$ cat config.mk
export PLATFORM = sky130hd
export DESIGN_NAME = bwt_sort_arbiter
export DESIGN_NICKNAME = d
export VERILOG_FILES = /design/src/rtl/bwt_sort_arbiter.sv
export SDC_FILE = /design/constraint.sdc
export NUM_CORES = 1
export LEC_CHECK = 0
export BUFFER_PORTS_ARGS = -buffer_cell sky130_fd_sc_hd__buf_4
export CAP_MARGIN = 15
export CORE_AREA = 5 5 236 238
export DETAILED_ROUTE_END_ITERATION = 7
export DIE_AREA = 0 0 241 243
export PLACE_DENSITY = 0.51
export SLEW_MARGIN = 20
export SYNTH_ARGS = -nofsm -noshare
export SYNTH_HDL_FRONTEND = slang
export SYNTH_SLANG_ARGS = --single-unit
$ cat constraint.sdc
create_clock -name clk -period 1.9 [get_ports clk]
set_input_delay 0.19 -clock clk [delete_from_list [all_inputs] [get_ports clk]]
set_output_delay 0.19 -clock clk [all_outputs]
set_load 0.01 [all_outputs]
$ cat src/rtl/bwt_sort_arbiter.sv
// Round-robin arbiter sharing one BWT suffix-sort engine between NUM_REQ requesters.
// One job in flight at a time: IDLE -> START -> WAIT -> RESP -> IDLE; dbg_state exposes the FSM.
module bwt_sort_arbiter #(
  parameter int NUM_REQ        = 4,
  parameter int STRING_LEN     = 8,
  parameter int TIMEOUT_CYCLES = 1024
) (
  input  logic                            clk,
  input  logic                            rst,
  input  logic [NUM_REQ-1:0]              req,
  input  logic [NUM_REQ*STRING_LEN*8-1:0] req_string,
  output logic [NUM_REQ-1:0]              grant,
  output logic [NUM_REQ-1:0]              resp_valid,
  input  logic [NUM_REQ-1:0]              resp_ack,
  output logic [STRING_LEN*8-1:0]         resp_bwt,
  output logic [STRING_LEN*8-1:0]         resp_suffix,
  output logic                            resp_err,
  output logic                            busy,
  output logic [15:0]                     jobs_done,
  output logic [STRING_LEN*8-1:0]         sorter_string,
  output logic                            sorter_start,
  input  logic                            sorter_done,
  input  logic [STRING_LEN*8-1:0]         sorter_bwt,
  input  logic [STRING_LEN*8-1:0]         sorter_suffix,
  output logic [1:0]                      dbg_state
);
  localparam int SW = STRING_LEN * 8;
  localparam int IW = $clog2(NUM_REQ);
  localparam int TW = $clog2(TIMEOUT_CYCLES) + 1;
  localparam logic [IW:0]   NUM_REQ_W  = (IW + 1)'(NUM_REQ);
  localparam logic [TW-1:0] TIMER_LAST = TW'(TIMEOUT_CYCLES - 1);

  typedef enum logic [1:0] {S_IDLE, S_START, S_WAIT, S_RESP} state_t;

  state_t          state_q, state_d;
  logic [IW-1:0]   idx_q, idx_d;
  logic [IW-1:0]   rr_q, rr_d;
  logic [TW-1:0]   timer_q, timer_d;
  logic [SW-1:0]   str_q, str_d;
  logic [SW-1:0]   bwt_q, bwt_d;
  logic [SW-1:0]   suf_q, suf_d;
  logic            err_q, err_d;
  logic [15:0]     jobs_q, jobs_d;

  logic [IW:0]     scan;
  logic            pick_found;
  logic [IW-1:0]   pick_idx;
  logic [IW:0]     idx_inc;
  logic [IW-1:0]   rr_next;

  // Scan rr_q, rr_q+1, ... (mod NUM_REQ) and take the first pending request.
  always_comb begin
    pick_found = 1'b0;
    pick_idx   = '0;
    scan       = '0;
    for (int k = 0; k < NUM_REQ; k++) begin
      scan = {1'b0, rr_q} + (IW + 1)'(k);
      if (scan >= NUM_REQ_W) scan = scan - NUM_REQ_W;
      if (!pick_found && req[scan[IW-1:0]]) begin
        pick_found = 1'b1;
        pick_idx   = scan[IW-1:0];
      end
    end
  end

  assign idx_inc = {1'b0, idx_q} + (IW + 1)'(1);
  assign rr_next = (idx_inc == NUM_REQ_W) ? '0 : idx_inc[IW-1:0];

  always_comb begin
    state_d      = state_q;
    idx_d        = idx_q;
    rr_d         = rr_q;
    timer_d      = timer_q;
    str_d        = str_q;
    bwt_d        = bwt_q;
    suf_d        = suf_q;
    err_d        = err_q;
    jobs_d       = jobs_q;
    grant        = '0;
    resp_valid   = '0;
    sorter_start = 1'b0;
    case (state_q)
      S_IDLE: begin
        if (pick_found) begin
          idx_d   = pick_idx;
          str_d   = req_string[pick_idx*SW +: SW];
          state_d = S_START;
        end
      end
      S_START: begin
        grant[idx_q] = 1'b1;
        sorter_start = 1'b1;
        timer_d      = '0;
        state_d      = S_WAIT;
      end
      S_WAIT: begin
        // A done arriving on the last timer cycle still wins over the timeout.
        if (sorter_done) begin
          bwt_d   = sorter_bwt;
          suf_d   = sorter_suffix;
          err_d   = 1'b0;
          state_d = S_RESP;
        end else if (timer_q == TIMER_LAST) begin
          bwt_d   = '0;
          suf_d   = '0;
          err_d   = 1'b1;
          state_d = S_RESP;
        end else begin
          timer_d = timer_q + TW'(1);
        end
      end
      S_RESP: begin
        resp_valid[idx_q] = 1'b1;
        if (resp_ack[idx_q]) begin
          rr_d = rr_next;
          if (!err_q && jobs_q != 16'hFFFF) jobs_d = jobs_q + 16'd1;
          state_d = S_IDLE;
        end
      end
      default: state_d = S_IDLE;
    endcase
  end

  always_ff @(posedge clk) begin
    if (rst) begin
      state_q <= S_IDLE;
      idx_q   <= '0;
      rr_q    <= '0;
      timer_q <= '0;
      str_q   <= '0;
      bwt_q   <= '0;
      suf_q   <= '0;
      err_q   <= 1'b0;
      jobs_q  <= '0;
    end else begin
      state_q <= state_d;
      idx_q   <= idx_d;
      rr_q    <= rr_d;
      timer_q <= timer_d;
      str_q   <= str_d;
      bwt_q   <= bwt_d;
      suf_q   <= suf_d;
      err_q   <= err_d;
      jobs_q  <= jobs_d;
    end
  end

  assign resp_bwt      = bwt_q;
  assign resp_suffix   = suf_q;
  assign resp_err      = err_q;
  assign busy          = (state_q != S_IDLE);
  assign jobs_done     = jobs_q;
  assign sorter_string = str_q;
  assign dbg_state     = state_q;
endmodule

==> impl_metrics.env <==
export IMPL_maxSlewHeadroom_pct=55.7
export IMPL_critical_path_class="flop to flop"
export IMPL_grt_pass1_vias=12200
export IMPL_timing_final_crit_share_pct=101
export IMPL_crit_arrival_ns=2.34
export IMPL_cts_buffers=27
export IMPL_syn_area_sq_um=9310
export IMPL_finalWeightedCongestion=0.786
export IMPL_layout_commonest_cell="buf_4"
export IMPL_crit_buf_inv=1
export IMPL_yosysTopAreaCellShare_pct=48.6
export IMPL_crit_start="timer_q[8]"
export IMPL_drt_iter0_markers=377
export IMPL_rsz0062_at_grt="true"
export IMPL_clock_sinks=226
export IMPL_max_stage_delay_ns=0.35
export IMPL_cp_end_kind="flop"
export IMPL_grt_util_all_layers_pct=14.9
export IMPL_reg2reg_depth=6
export IMPL_synth_cell_types=50
export IMPL_dr_pass1_iters=5
export IMPL_pwr_density_cell_nw_per_um2=859
export IMPL_synth_top_cell_by_area="dfxtp_1"
export IMPL_ant_nets=0
export IMPL_leakagePower_nw=9.05
export IMPL_port_buffer_count=615
export IMPL_path_depth=6
export IMPL_dpl_instance_area_sq_um=15200
export IMPL_grt_ovfl_total=0
export IMPL_drv_slew=0
export IMPL_drc_errors=0
export IMPL_crit_chain="nand4_1 > buf_4 > o41a_1 > a221o_1 > nor3_1 > a211oi_1"
export IMPL_grt_max_degree=60
export IMPL_stdcell_area_sq_um=20400
export IMPL_area_delta_synth_final_pct=119
export IMPL_rows=85
export IMPL_hold_viol=0
export IMPL_cts_tree="yes"
export IMPL_synthTopCellsByArea="dfxtp_1 49%, mux2i_1 14%, a22o_1 12%, o221ai_1 6.0%, nand2_1 3.1%"
export IMPL_clock_path_buffers=3
export IMPL_holdWs_ns=0.0319
export IMPL_hp_class="input port to flop"
export IMPL_hpwl_mm=33.5
export IMPL_final_cell_mix="680 x buf_4, 378 x dlygate4sd3_1, 216 x dfxtp_1"
export IMPL_setup_viol=1
export IMPL_final_nets=2324
export IMPL_synth_edf_count=0
export IMPL_viasPerCell=4.30
export IMPL_fin_skew_ns=0.0102
export IMPL_clk_latency_ns=0.55
export IMPL_ys_ff_latch=226
export IMPL_crit_path_start_kind="flop"
export IMPL_rrSetupSlack_ns=-0.02
export IMPL_min_period_ns=1.92
export IMPL_post_drt_wl_per_cell_microns=19.0
export IMPL_vias=11300
export IMPL_avgSynthCellArea_sq_um=10.7
export IMPL_worst_pin_slew_ns=0.659
export IMPL_reg2reg_from="timer_q[8]"
export IMPL_syn_nets=1274
export IMPL_drive_gt1_share_pct=41.0
export IMPL_timing_critical_path_max_delay_family="compound AO/OA/AOI/OAI gates"
export IMPL_vdd_drop_max_uv=635
export IMPL_seq_area_frac_synth_pct=48.6
export IMPL_total_power_w=0.0175
export IMPL_critical_path_max_fanout=4
export IMPL_worst_r2r_endpoint="dbg_state[0]"
export IMPL_die_x_microns=241
export IMPL_cpMaxStageDelayCell="o41a_1"
export IMPL_antenna_found_initial=3
export IMPL_async_flop_share_pct=0
export IMPL_timing_final_ws_setup_ns=-0.0222
export IMPL_die_area_sq_um=58600
export IMPL_preCtsSetupSlack_ns=-0.243
export IMPL_fmax_mhz=520
export IMPL_clock_root_buffer="clkbuf_16"
export IMPL_grt_pass1_wl_mm=70.2
export IMPL_cts_htree_levels=1
export IMPL_status="finished with violations"
export IMPL_yosys_most_used_dff="dfxtp_1"
export IMPL_violations="setup timing"
export IMPL_io_pins=616
export IMPL_core_area_sq_um=53400
export IMPL_ys_warn_count=0
export IMPL_crit_required_ns=2.32
export IMPL_fin_util_pct=38.3
export IMPL_crit_path_end="dbg_state[0]"
export IMPL_die_h_microns=243
export IMPL_start_util_pct=17.4
export IMPL_clk_pin_slew_worst_paths_ns=0.06
export IMPL_wirelength_mm=50.2
export IMPL_maxCapViolCount=0
export IMPL_min_from="req_string[194]"
export IMPL_synth_cells=868
## layout make-up
type                       count  area, sq um
clock buffer                  32          714
clock inverter                15          210
tap                          696          871
timing repair buffer        1090         9500
antenna                        4         10.0
fill                        5038        33000
sequential                   226         4540
multi-input combinational    560         4540
inverter                      13         48.8
## what timing repair did
action                                  CTS  global route
endpoints found under the hold margin   201             1
buffers inserted                          4            12
resized for setup                         8            31
pin swaps                                 1             8
endpoints found under the setup margin   10           131
gates cloned                              1             9
hold buffers                            377             1
## worst min-delay path: stages
cell and delay (ns):
buf_4 0.10, mux2i_1 0.07, o221ai_1 0.18
## kinds of logic (layout without fill, tap and decap cells)
family | count (synthesis) | in the layout | share of synthesized area (%)
XOR/XNOR | 16 | 16 | 1.51
flip-flops | 226 | 226 | 48.6
AND/OR/NAND/NOR | 163 | 163 | 8.55
other | 0 | 4 | 0
multiplexers | 134 | 134 | 14.6
adder cells (fa/ha/maj) | 11 | 11 | 1.48
AO/OA/AOI/OAI | 236 | 236 | 21.4
buffers and inverters | 82 | 1150 | 3.90
## metrics by stage
stage          std cells  TNS, ns
2_1_floorplan        868        0
3_3_place_gp        2182    -8.74
3_5_place_dp        2182   -11.21
4_1_cts             2611        0
5_1_grt             2635   -0.842
6_report            2636  -0.0222
## flip-flops by register name, summed over array words and instances, names as in the netlist
signal	flops
rr_q	2
resp_suffix	64
sorter_string	64
resp_bwt	64
jobs_done	16
dbg_state	2
idx_q	2
timer_q	11
resp_err	1
## per-layer routing
layer / vias up / GRT usage (%) / wire [microns]
met2: 554 / 25.0 / 23600
met5: - / 0 / 0
met3: 99 / 4.54 / 4600
met1: 5282 / 17.6 / 19900
met4: 0 / 6.52 / 2120
li1: 5404 / - / -
## power by group
| group | leakage [nW] | internal [W] | switching [W] |
|---|---|---|---|
| Sequential | 1.84 | 0.00547 | 0.000476 |
| Clock | 0.458 | 0.00335 | 0.00212 |
| Combinational | 6.75 | 0.00330 | 0.00281 |
| Total | 9.05 | 0.0121 | 0.00541 |
## synthesized netlist by cell type (5+ instances only)
cell type	count
dfxtp_1	226
mux2i_1	132
a22o_1	129
nand2_1	77
o221ai_1	64
buf_2	35
nor2_1	30
clkbuf_1	27
a21oi_1	14
inv_1	13
ha_1	11
xnor2_1	11
and2_1	9
a211oi_1	6
nand2b_1	6
nand3_1	6
nand4_1	6
nor2b_1	6
o21ai_0	6
and4_1	5
buf_1	5
xor2_1	5
## how the worst min path moves through the flow
| stage | end | slack [ns] | depth (start not counted) |
|---|---|---|---|
| final | sorter_string[2] | 0.03 | 3 |
| after floorplan | resp_err | 0.29 | 1 |
| after global routing | sorter_string[2] | 0.02 | 3 |
| after detailed placement | resp_suffix[48] | 0.41 | 2 |
| after global placement | resp_suffix[48] | 0.41 | 2 |
| after CTS | sorter_string[19] | 0.001 | 3 |
(Power assumes the default switching activity.)
